## src/rtl/mem_copy_engine.sv

```systemverilog
`default_nettype none
// +----------------------------------------------------------------------+
// | Module      : mem_copy_engine                                        |
// | Description : Word-granular memory-to-memory copy engine. Reads one  |
// |               word, writes it, and repeats (2 cycles per word) over  |
// |               a single-port data memory with same-cycle reads.       |
// |               Supports abort, alignment checking and pointer wrap.   |
// | Option      : define MEM_COPY_FILL_EN to add a fill mode that writes |
// |               a constant to successive words (1 cycle per word).     |
// | Revision    : 1.0 - initial release                                  |
// +----------------------------------------------------------------------+
module mem_copy_engine (
  input  logic        clk,
  input  logic        rst_n,
  input  logic        start,
  input  logic [31:0] src_addr,
  input  logic [31:0] dst_addr,
  input  logic [8:0]  len,
  input  logic        abort,
`ifdef MEM_COPY_FILL_EN
  input  logic        fill,
  input  logic [31:0] fill_value,
`endif
  output logic        busy,
  output logic        done,
  output logic        err,
  output logic        aborted,
  output logic [31:0] mem_addr,
  output logic [31:0] mem_write_data,
  output logic        mem_memWrite,
  output logic        mem_memRead,
  input  logic [31:0] mem_read_data
);

  typedef enum logic [1:0] {
    S_IDLE  = 2'd0,
    S_READ  = 2'd1,
    S_WRITE = 2'd2,
    S_DONE  = 2'd3
  } state_t;

  localparam logic [31:0] C_WORD_BYTES = 32'd4;

  state_t      state_q, state_d;
  logic [31:0] src_q, src_d;
  logic [31:0] dst_q, dst_d;
  logic [8:0]  cnt_q, cnt_d;
  logic [31:0] buf_q, buf_d;
  logic        err_q, err_d;
  logic        abt_q, abt_d;
  logic        fill_q, fill_d;
  logic [31:0] fval_q, fval_d;

  // Request-side fill controls; tied off when the fill option is not built.
  logic        w_fill_req;
  logic [31:0] w_fill_val;
`ifdef MEM_COPY_FILL_EN
  assign w_fill_req = fill;
  assign w_fill_val = fill_value;
`else
  assign w_fill_req = 1'b0;
  assign w_fill_val = 32'd0;
`endif

  // A fill never reads, so only the destination must be word aligned then.
  logic w_reject;
  assign w_reject = (dst_addr[1:0] != 2'b00) ||
                    (!w_fill_req && (src_addr[1:0] != 2'b00));

  // State and datapath registers with synchronous active-low reset.
  always_ff @(posedge clk) begin
    if (!rst_n) begin
      state_q <= S_IDLE;
      src_q   <= 32'd0;
      dst_q   <= 32'd0;
      cnt_q   <= 9'd0;
      buf_q   <= 32'd0;
      err_q   <= 1'b0;
      abt_q   <= 1'b0;
      fill_q  <= 1'b0;
      fval_q  <= 32'd0;
    end else begin
      state_q <= state_d;
      src_q   <= src_d;
      dst_q   <= dst_d;
      cnt_q   <= cnt_d;
      buf_q   <= buf_d;
      err_q   <= err_d;
      abt_q   <= abt_d;
      fill_q  <= fill_d;
      fval_q  <= fval_d;
    end
  end

  // Next-state logic: accept/reject in IDLE, alternate READ/WRITE per word.
  always_comb begin
    state_d = state_q;
    src_d   = src_q;
    dst_d   = dst_q;
    cnt_d   = cnt_q;
    buf_d   = buf_q;
    err_d   = err_q;
    abt_d   = abt_q;
    fill_d  = fill_q;
    fval_d  = fval_q;
    unique case (state_q)
      S_IDLE: begin
        err_d = 1'b0;
        abt_d = 1'b0;
        if (start) begin
          if (w_reject) begin
            err_d   = 1'b1;
            state_d = S_DONE;
          end else if (len == 9'd0) begin
            state_d = S_DONE;
          end else begin
            src_d   = src_addr;
            dst_d   = dst_addr;
            cnt_d   = len;
            fill_d  = w_fill_req;
            fval_d  = w_fill_val;
            state_d = w_fill_req ? S_WRITE : S_READ;
          end
        end
      end
      S_READ: begin
        buf_d = mem_read_data;
        if (abort) begin
          // Leave before any write of this word is issued.
          abt_d   = 1'b1;
          state_d = S_DONE;
        end else begin
          state_d = S_WRITE;
        end
      end
      S_WRITE: begin
        // The write in this cycle always lands; abort only stops the next word.
        src_d = src_q + C_WORD_BYTES;
        dst_d = dst_q + C_WORD_BYTES;
        cnt_d = cnt_q - 9'd1;
        if (abort) begin
          abt_d   = 1'b1;
          state_d = S_DONE;
        end else if (cnt_q == 9'd1) begin
          state_d = S_DONE;
        end else begin
          state_d = fill_q ? S_WRITE : S_READ;
        end
      end
      S_DONE: begin
        state_d = S_IDLE;
      end
      default: begin
        state_d = S_IDLE;
      end
    endcase
  end

  // Output decode: memory strobes and status pulses depend on state only.
  always_comb begin
    busy           = 1'b0;
    done           = 1'b0;
    err            = 1'b0;
    aborted        = 1'b0;
    mem_addr       = 32'd0;
    mem_write_data = 32'd0;
    mem_memWrite   = 1'b0;
    mem_memRead    = 1'b0;
    unique case (state_q)
      S_READ: begin
        busy        = 1'b1;
        mem_memRead = 1'b1;
        mem_addr    = src_q;
      end
      S_WRITE: begin
        busy           = 1'b1;
        mem_memWrite   = 1'b1;
        mem_addr       = dst_q;
        mem_write_data = fill_q ? fval_q : buf_q;
      end
      S_DONE: begin
        done    = 1'b1;
        err     = err_q;
        aborted = abt_q;
      end
      default: begin
        busy = 1'b0;
      end
    endcase
  end

endmodule
`default_nettype wire

```

## config.mk

```make
export PLATFORM = sky130hd
export DESIGN_NAME = mem_copy_engine
export DESIGN_NICKNAME = d
export VERILOG_FILES = /design/src/rtl/mem_copy_engine.sv
export SDC_FILE = /design/constraint.sdc
export NUM_CORES = 1
export LEC_CHECK = 0
export CAP_MARGIN = 20
export CORE_ASPECT_RATIO = 1.1
export CORE_MARGIN = 10
export CORE_UTILIZATION = 46
export CTS_BUF_LIST = sky130_fd_sc_hd__clkbuf_4 sky130_fd_sc_hd__clkbuf_8
export CTS_CLUSTER_SIZE = 40
export DETAILED_ROUTE_END_ITERATION = 10
export PLACE_DENSITY = 0.8
export SLEW_MARGIN = 15
export SYNTH_ARGS = -nofsm -noshare
export SYNTH_HDL_FRONTEND = slang
export SYNTH_SLANG_ARGS = --single-unit
```

## constraint.sdc

```tcl
create_clock -name clk -period 2.05 [get_ports clk]
set_input_delay 0.41 -clock clk [delete_from_list [all_inputs] [get_ports clk]]
set_output_delay 0.41 -clock clk [all_outputs]
set_load 0.01 [all_outputs]
```

* Yosys cells after proc, flatten, opt, wreduce, memory -nomap -nowiden
Index checks and enable logic that the tools add are counted.
Storage, ports and cells: flip-flop bits (word level) 109, output and inout port bits 70, logic and storage cells 59
Operators by class: add/sub/neg operators 3, eq/ne operators 8, multiplexer cells 31, reductions and logical operators 10
Operator list (number):
- 32-bit two-way mux | 7
- 32-bit case mux with 2 select lines | 3
- 32-bit by 3-bit adder with 32-bit output (second input constant) | 2
- 9-bit two-way mux | 3
- 9-bit case mux with 2 select lines | 1
- 1-bit two-way mux | 10
- 2-bit two-way mux | 5
- 9-bit by 1-bit == test with 1-bit output (second input constant) | 1
- 9-bit zero test | 1
- 9-bit by 1-bit subtractor with 9-bit output (second input constant) | 1
- 2-bit case mux with 4 select lines | 1
- 2-bit nonzero test | 4
- 2-bit inequality test (second input constant) | 3
- 2-bit == test (second input constant) | 2
- 4-bit AND reduction | 1
- 2-bit by 1-bit == test with 1-bit output (second input constant) | 1
- 2-bit zero test | 1
- 2-bit by 1-bit inequality test with 1-bit output (second input constant) | 1
- 1-bit case mux with 2 select lines | 1
- 2-bit AND reduction | 1
- 2-bit OR reduction | 1
- 1-bit logical OR | 1

* Logic depth before layout (Yosys ltp)
depth in word-level cells 5, gate-level depth with buffers 10, mapped depth without buffers 7

* Worst setup path after synthesis
No wires, ideal clock.
path type flip-flop to output port, from register state_q[0], to output port mem_addr[17], arrival time 1.858 ns, required time 1.640 ns, path slack -0.218 ns, stages on the path, launching flop included 8, buffers on the path 3, cells stage by stage dfxtp_1 > inv_1 > ha_1 > clkbuf_1 > clkbuf_1 > clkbuf_1 > nand2_1 > a21boi_0
On the way: word-level cells in the longest chain between the ends 2
RTL lines:
- start, declared | RTL line 44 | state_t state_q, state_d;
- start signal, assigned | RTL line 83 | state_q <= state_d;
- 2-bit == test or 2-bit by 1-bit == test with 1-bit output (tied branches) | RTL line 169 | unique case (state_q)
- 32-bit case mux with 2 select lines (*) | RTL line 169
- end, declared | RTL line 28 | output logic [31:0] mem_addr,
Every way passes the cells marked *; elsewhere a longest branch is shown, timed or not.

* Worst setup path after layout
Same ends and word-level chain as after synthesis.

==> results.toml <==
[sta]
finalWorstSetupSlack_ns = -0.151
tns_ns = -4.23
whs_ns = 0.479
timing.fmax_ghz = 0.454
skew_ns = 0.0163
min_period_over_period_pct = 107
drv_slew = 0
setup_viol = 53
hold_viol_final = 0
timing.final.crit_period_ns = 2.20
slew_headroom_pct = 67.6
rsz0062_at_grt = "true"
worst_pin_slew_ns = 0.481

[run_status]
status = "finished, violations left"
violations = "setup timing"

[run]
cap_viol_max_count = 0

[power_and_ir_drop]
p_leak_nw = 4.20
power_density_mw_per_mm2 = 1110
ir_drop_v = 0.000506

[synth]
synth_top_area_share_pct = 32.8
syn_inst = 860
yosysWarnings = 0
ys_seq_area_share_pct = 32.8
synth-seq-cells = 109
synth_area_leader_cell = "dfxtp_1"
syn_area_mm2 = 0.00666
synth_edf_count = 0
async_reset_ff_share_pct = 0
synthesis.nets = 978
avgSynthCellArea_um2 = 7.75
ys_types = 69
yosys-top-cells-area = "dfxtp_1, a21oi_1, mux2i_1"
dominantRegCellSynth = "dfxtp_1"

[clock_network]
clockBufferDepth = 2
cts.sinks = 109
htree_levels = 3
numCtsBuffers = 9
clk_latency_ns = 0.40
cts_tree = "built"
cts-root-buf = "clkbuf_8"
clk_pin_slew_worst_paths_ns = 0.11

[global_route]
groute.usage.overall_pct = 27.9
grt_max_degree = 40
grt_pass1_wl_um = 45200
antenna_found_initial = 0
grt_pass1_vias = 8383
overflow = 0

[floorplan]
fp.dieW_um = 135
io_pins = 179
core-area_mm2 = 0.0143
rows = 46
die-height_um = 146
dieArea_mm2 = 0.0197
initial_core_util_pct = 46.5

[setup_path]
worstPathCellList = "inv_2 -> ha_4 -> buf_6 -> buf_6 -> buf_6 -> nand2_2 -> a21boi_2 -> buf_4"
crit_top_cell = "buf_6"
slowest_stage = "dfxtp_2"
r2r_slack_ns = -0.09
end_kind = "primary output"
path_max_fanout = 6
crit_family = "buffers and inverters"
required_ns = 1.64
max_stage_delay_ns = 0.35
cp-start-kind = "flip-flop"
arrival_ns = 1.79
r2r-end = "state_q[1]"
worstSetupPathType = "reg2out"
reg2reg_from = "state_q[0]"
crit_buf_inv = 5
reg2reg_depth = 10

[routing]
postRouteAntennaNets = 0
vias_per_cell = 6.33
drc = 0
drt_iter0_markers = 1313
wirelength_um = 30400
vias = 8639
dr.pass1.iters = 8
wl_per_cell_um = 22.3

[final_layout]
drive_gt1_share_pct = 33.3
synthToLayoutAreaGrowth_pct = 60.7
antennaDiodeCount = 0
design_area_mm2 = 0.0107
postLayoutCoreUtil_pct = 74.7
fin_nets = 1286

[placement]
place_area_mm2 = 0.00953
numPortBuffers = 178
hpwl_um = 18800
place_congestion = 0.910

[min_path]
min_to = "abt_q"
min_path_type = "reg2reg"
min-delay-start = "abt_q"
min_path_cells = 2
-- power by group --
| group | switching (W) | total [W] | internal, W | leakage [nW] |
|---|---|---|---|---|
| Sequential | 0.000553 | 0.00323 | 0.00267 | 0.892 |
| Clock | 0.000800 | 0.00145 | 0.000651 | 0.103 |
| Combinational | 0.00356 | 0.00725 | 0.00369 | 3.20 |
-- layer usage --
layer / global-route usage [%] / vias up / wire length, um
li1: - / 3801 / -
met4: 12.5 / 0 / 1590
met2: 44.8 / 696 / 13900
met1: 33.7 / 3974 / 11100
met3: 7.93 / 168 / 3830
met5: 0 / - / 0
-- kinds of logic (layout without fill, tap and decap cells) --
group	Yosys count	after routing	share of synthesized area, %
compound gates	261	262	26.0
simple gates	353	353	28.7
fa+ha+maj	9	9	1.69
flops	109	109	32.8
mux	35	35	5.26
buf+inv	93	405	5.58
-- worst register-to-register path, cell delays in order (launching register included) --
cell,delay [ns]
dfxtp_2,0.36
inv_2,0.06
ha_4,0.18
buf_6,0.15
buf_8,0.14
buf_12,0.14
buf_12,0.15
and4b_1,0.17
a221o_1,0.31
o2111ai_2,0.24
o31ai_1,0.12
-- area by class of cell --
type,count,area [um2]
inverters,17,66.3
clock buffers,12,159
fillers,943,3620
repair buffers,372,3440
clock inverters,4,53.8
well taps,192,240
flip-flops and latches,109,2200
multi-input cells,659,4550
-- registers in the layout, summed over array words and instances, names as in the netlist --
name and flops:
abt_q 1, buf_q 32, cnt_q 9, dst_q 32, err_q 1, src_q 32
state_q 2
-- what timing repair did --
action / 4_1_cts / 5_1_grt
resized for setup: 362 / 108
gates cloned: 8 / 2
endpoints found under the setup margin: 125 / 107
hold buffers: 0 / 0
pin swaps: 19 / 31
endpoints found under the hold margin: 0 / 0
buffers inserted: 32 / 23
-- Yosys cell counts (all sizes together) (3+ instances only) --
cell,instances
dfxtp,109
nor2,82
a21oi,71
clkbuf,61
o21ai,59
nand2,50
and2,38
nor2b,38
mux2i,35
nand3,33
a22oi,30
nor3,27
nand4,24
nor4,19
inv,17
a211oi,16
buf,15
a31oi,11
and3,11
o221a,11
ha,9
or4,9
o22ai,7
a21boi,6
nand2b,6
o21a,6
a311oi,4
and4,4
o2111ai,4
o211ai,4
o31ai,4
or3,4
a31o,3
a41oi,3
nor3b,3
o2bb2ai,3
o32ai,3
o41ai,3
-- cell usage in the layout, fill, tap and decap left out, types with 32 or more instances in the layout --
cell,netlist,final
nor2_1,82,81
buf_4,1,140
nand2_1,50,49
and2_1,38,35
dfxtp_1,109,100
clkdlybuf4s50_1,0,101
buf_6,0,32
a21oi_1,71,67
o21ai_0,58,43
mux2i_1,35,35
buf_2,11,50
-- worst max path at each step --
stage	startpoint	endpoint	slack, ns	cells past startpoint
2_1_floorplan	len[2]	dst_q[2]	-0.02	7
3_3_place_gp	len[2]	dst_q[6]	-0.53	9
3_5_place_dp	src_addr[1]	dst_q[20]	-0.54	7
4_1_cts	state_q[0]	mem_addr[31]	-0.16	8
5_1_grt	state_q[0]	mem_addr[17]	-0.18	8
6_report	state_q[0]	mem_addr[17]	-0.15	8
-- stage by stage --
stage | setup slack [ns] | std cells | power, W
final | -0.151 | 1365 | 0.0119
after CTS | -0.164 | 1345 | 0.0110
after global placement | -0.530 | 1290 | 0.00812
after global routing | -0.183 | 1365 | 0.0124
after detailed placement | -0.538 | 1290 | 0.00823
after floorplan | -0.0199 | 860 | 0.00595
Power figures use the tool's default switching activity.
==> RTL change: new RTL, same settings <==
Add an input register stage for `start`, `src_addr`, `dst_addr`, `len`, `abort` and `mem_read_data`, with the module's reset; this delays them by one clock. Comments in the files are not updated.
--- a/src/rtl/mem_copy_engine.sv
+++ b/src/rtl/mem_copy_engine.sv
@@ -43,2 +43,27 @@
 
+  logic start_q;
+  logic [31:0] src_addr_q;
+  logic [31:0] dst_addr_q;
+  logic [8:0] len_q;
+  logic abort_q;
+  logic [31:0] mem_read_data_q;
+
+  always_ff @(posedge clk) begin
+    if (!rst_n) begin
+      start_q         <= '0;
+      src_addr_q      <= '0;
+      dst_addr_q      <= '0;
+      len_q           <= '0;
+      abort_q         <= '0;
+      mem_read_data_q <= '0;
+    end else begin
+      start_q         <= start;
+      src_addr_q      <= src_addr;
+      dst_addr_q      <= dst_addr;
+      len_q           <= len;
+      abort_q         <= abort;
+      mem_read_data_q <= mem_read_data;
+    end
+  end
+
   state_t      state_q, state_d;
@@ -66,4 +91,4 @@
   logic w_reject;
-  assign w_reject = (dst_addr[1:0] != 2'b00) ||
-                    (!w_fill_req && (src_addr[1:0] != 2'b00));
+  assign w_reject = (dst_addr_q[1:0] != 2'b00) ||
+                    (!w_fill_req && (src_addr_q[1:0] != 2'b00));
 
@@ -109,3 +134,3 @@
         abt_d = 1'b0;
-        if (start) begin
+        if (start_q) begin
           if (w_reject) begin
@@ -113,8 +138,8 @@
             state_d = S_DONE;
-          end else if (len == 9'd0) begin
+          end else if (len_q == 9'd0) begin
             state_d = S_DONE;
           end else begin
-            src_d   = src_addr;
-            dst_d   = dst_addr;
-            cnt_d   = len;
+            src_d   = src_addr_q;
+            dst_d   = dst_addr_q;
+            cnt_d   = len_q;
             fill_d  = w_fill_req;
@@ -126,4 +151,4 @@
       S_READ: begin
-        buf_d = mem_read_data;
-        if (abort) begin
+        buf_d = mem_read_data_q;
+        if (abort_q) begin
           // Leave before any write of this word is issued.
@@ -140,3 +165,3 @@
         cnt_d = cnt_q - 9'd1;
-        if (abort) begin
+        if (abort_q) begin
           abt_d   = 1'b1;
Formal check against the unedited RTL: not equivalent (a bounded check fails within 4 cycles, from zero or initial values and one cycle with rst_n low).
==> RTL change against the original RTL <==
The flow still finishes with violations (setup timing); routed wire length grew 24%; synthesized cell count grew 29%; power grew 31%; sequential cell count grew 107; critical endpoint is now mem_addr[27]; area after synthesis grew 44%; via count grew 19%; clock skew grew 12 ps; setup slack lost 130 ps; final cell count grew 25%; design area grew 43%.
==> RTL change: results (changes against the original RTL) <==
| Metric | Value |
|---|---|
| Status | finished, violations left |
| Failing checks | setup timing |
| Static leakage | 0.00589 uW (+40%) |
| Worst R2R End | dst_q[8] |
| HPWL after DPL | 21.5 mm (+14%) |
| Setup slack at placement | -123 ps (+415 ps) |
| Synth top area cells | dfxtp_1, and2_1, a21oi_1 |
| Fraction of area in registers | 28.4% (+7.9 points) |
| Post-Syn Instances | 1111 (+29%) |
| Filler cells | 1333 (+41%) |
| Crit path to | mem_addr[27] |
| DR iter-0 viols | 927 (-29%) |
| Synthesized flop and latch total | 216 (+98%) |
| R2r startpoint | state_q[0] |
| Fin Clk Skew | 28.4 ps (+12.2 ps) |
| Distinct cell type count after synthesis | 57 (-17%) |
| Vias in the first global route | 9599 (+15%) |
| Multi-input gate area | 5860 um2 (+29%) |
| Met2 WL | 18.5 mm (+33%) |
| Worst vdd ir | 0.788 mV (+56%) |
| Avg WL per Cell | 21.9 um (-1.6%) |
| Clk slew on worst S/H paths | 70 ps (-40 ps) |
| Comb_multi_in | 793 (+20%) |
| WHS Endpoint | dst_q[31] |
| Crit path DAT | 1920 ps (+130 ps) |
| H-tree levels | 2 (-1) |
| M3 GR Usage | 5.54% (-2.4 points) |
| Largest net degree at the start of global routing | 75 (+88%) |
| Non-clock inverter count | 14 (-3) |
| Post-route met1 wirelength | 14.0 mm (+26%) |
| Post-CTS setup buffers | 30 (-6.3%) |
| R2R setup slack | -160 ps (-70 ps) |
| Crit-path slowest cell | dfxtp_4 |
| Initial antenna violation count | 1 (+1) |
| Met1 GRT Util | 29.2% (-4.6 points) |
| Clock buffer cells | 50 (+38) |
| NonClk Buf Share | 24.8% (-7.4 points) |
| Syn Nets | 1229 (+26%) |
| Hold path start | rst_n |
| Detail Route met3 WL | 3.62 mm (-5.4%) |
| Antenna diodes | 2 (+2) |
| Worst Setup SP | state_q[1] |
| Clock-cell share | 5.96% (+4.0 points) |
| Worst r2r path cells | 13 (+3) |
| Share of cells above drive strength 1 | 36.5% (+3.2 points) |
| Sequential fraction of the synthesis area | 45.1% (+12 points) |
| Post-layout util | 74.5% (-0.17 points) |
| Final setup viols | 126 (+140%) |
| Cts repair resizes | 419 (+16%) |
| Vias | 10244 (+19%) |
| Placed cell count | 1577 (+22%) |
| Post-Layout Cell Count | 1713 (+25%) |
| Fin area | 15300 um2 (+43%) |
| Worst hold slack | 334 ps (-145 ps) |
| Setup TNS | -13160 ps (-8930 ps) |
| Bufs on Longest Clock Path | 3 (+1) |
| Setup slack after layout | -280 ps (-129 ps) |
| Crit path largest cell delay | 380 ps (+30 ps) |
| Buffers outside the clock class | 365 (-1.9%) |
-- RTL change: cell types whose count changed in the layout (fill, tap and decap cells not counted), sizes merged, moves of 12 or more --
cell,delta
dfxtp,+107
nor2,-12
and2,+108
o21ai,-13
nand2,+23
clkbuf,+39
-- RTL change: critical path, delay by kind of cell, from the launching register on --
| kind | cells | cell delay (ps) |
|---|---|---|
| simple gates | 1 | 60 |
| compound gates | 1 | 140 |
| fa+ha+maj | 1 | 210 |
| buf+inv | 5 | 600 |
| flops | 1 | 380 |
-- RTL change: kinds of logic after synthesis --
family / synth area share, %
simple gates: 27.9
compound gates: 17.9
buf+inv: 4.14
flops: 45.1
mux: 3.76
fa+ha+maj: 1.17
-- RTL change: power by group --
group | total (uW) | switching [uW] | internal, uW | leakage [uW]
registers | 4920 | 337 | 4590 | 0.00178
clock network | 4740 | 1850 | 2890 | 0.000471
logic | 5940 | 2950 | 2980 | 0.00364
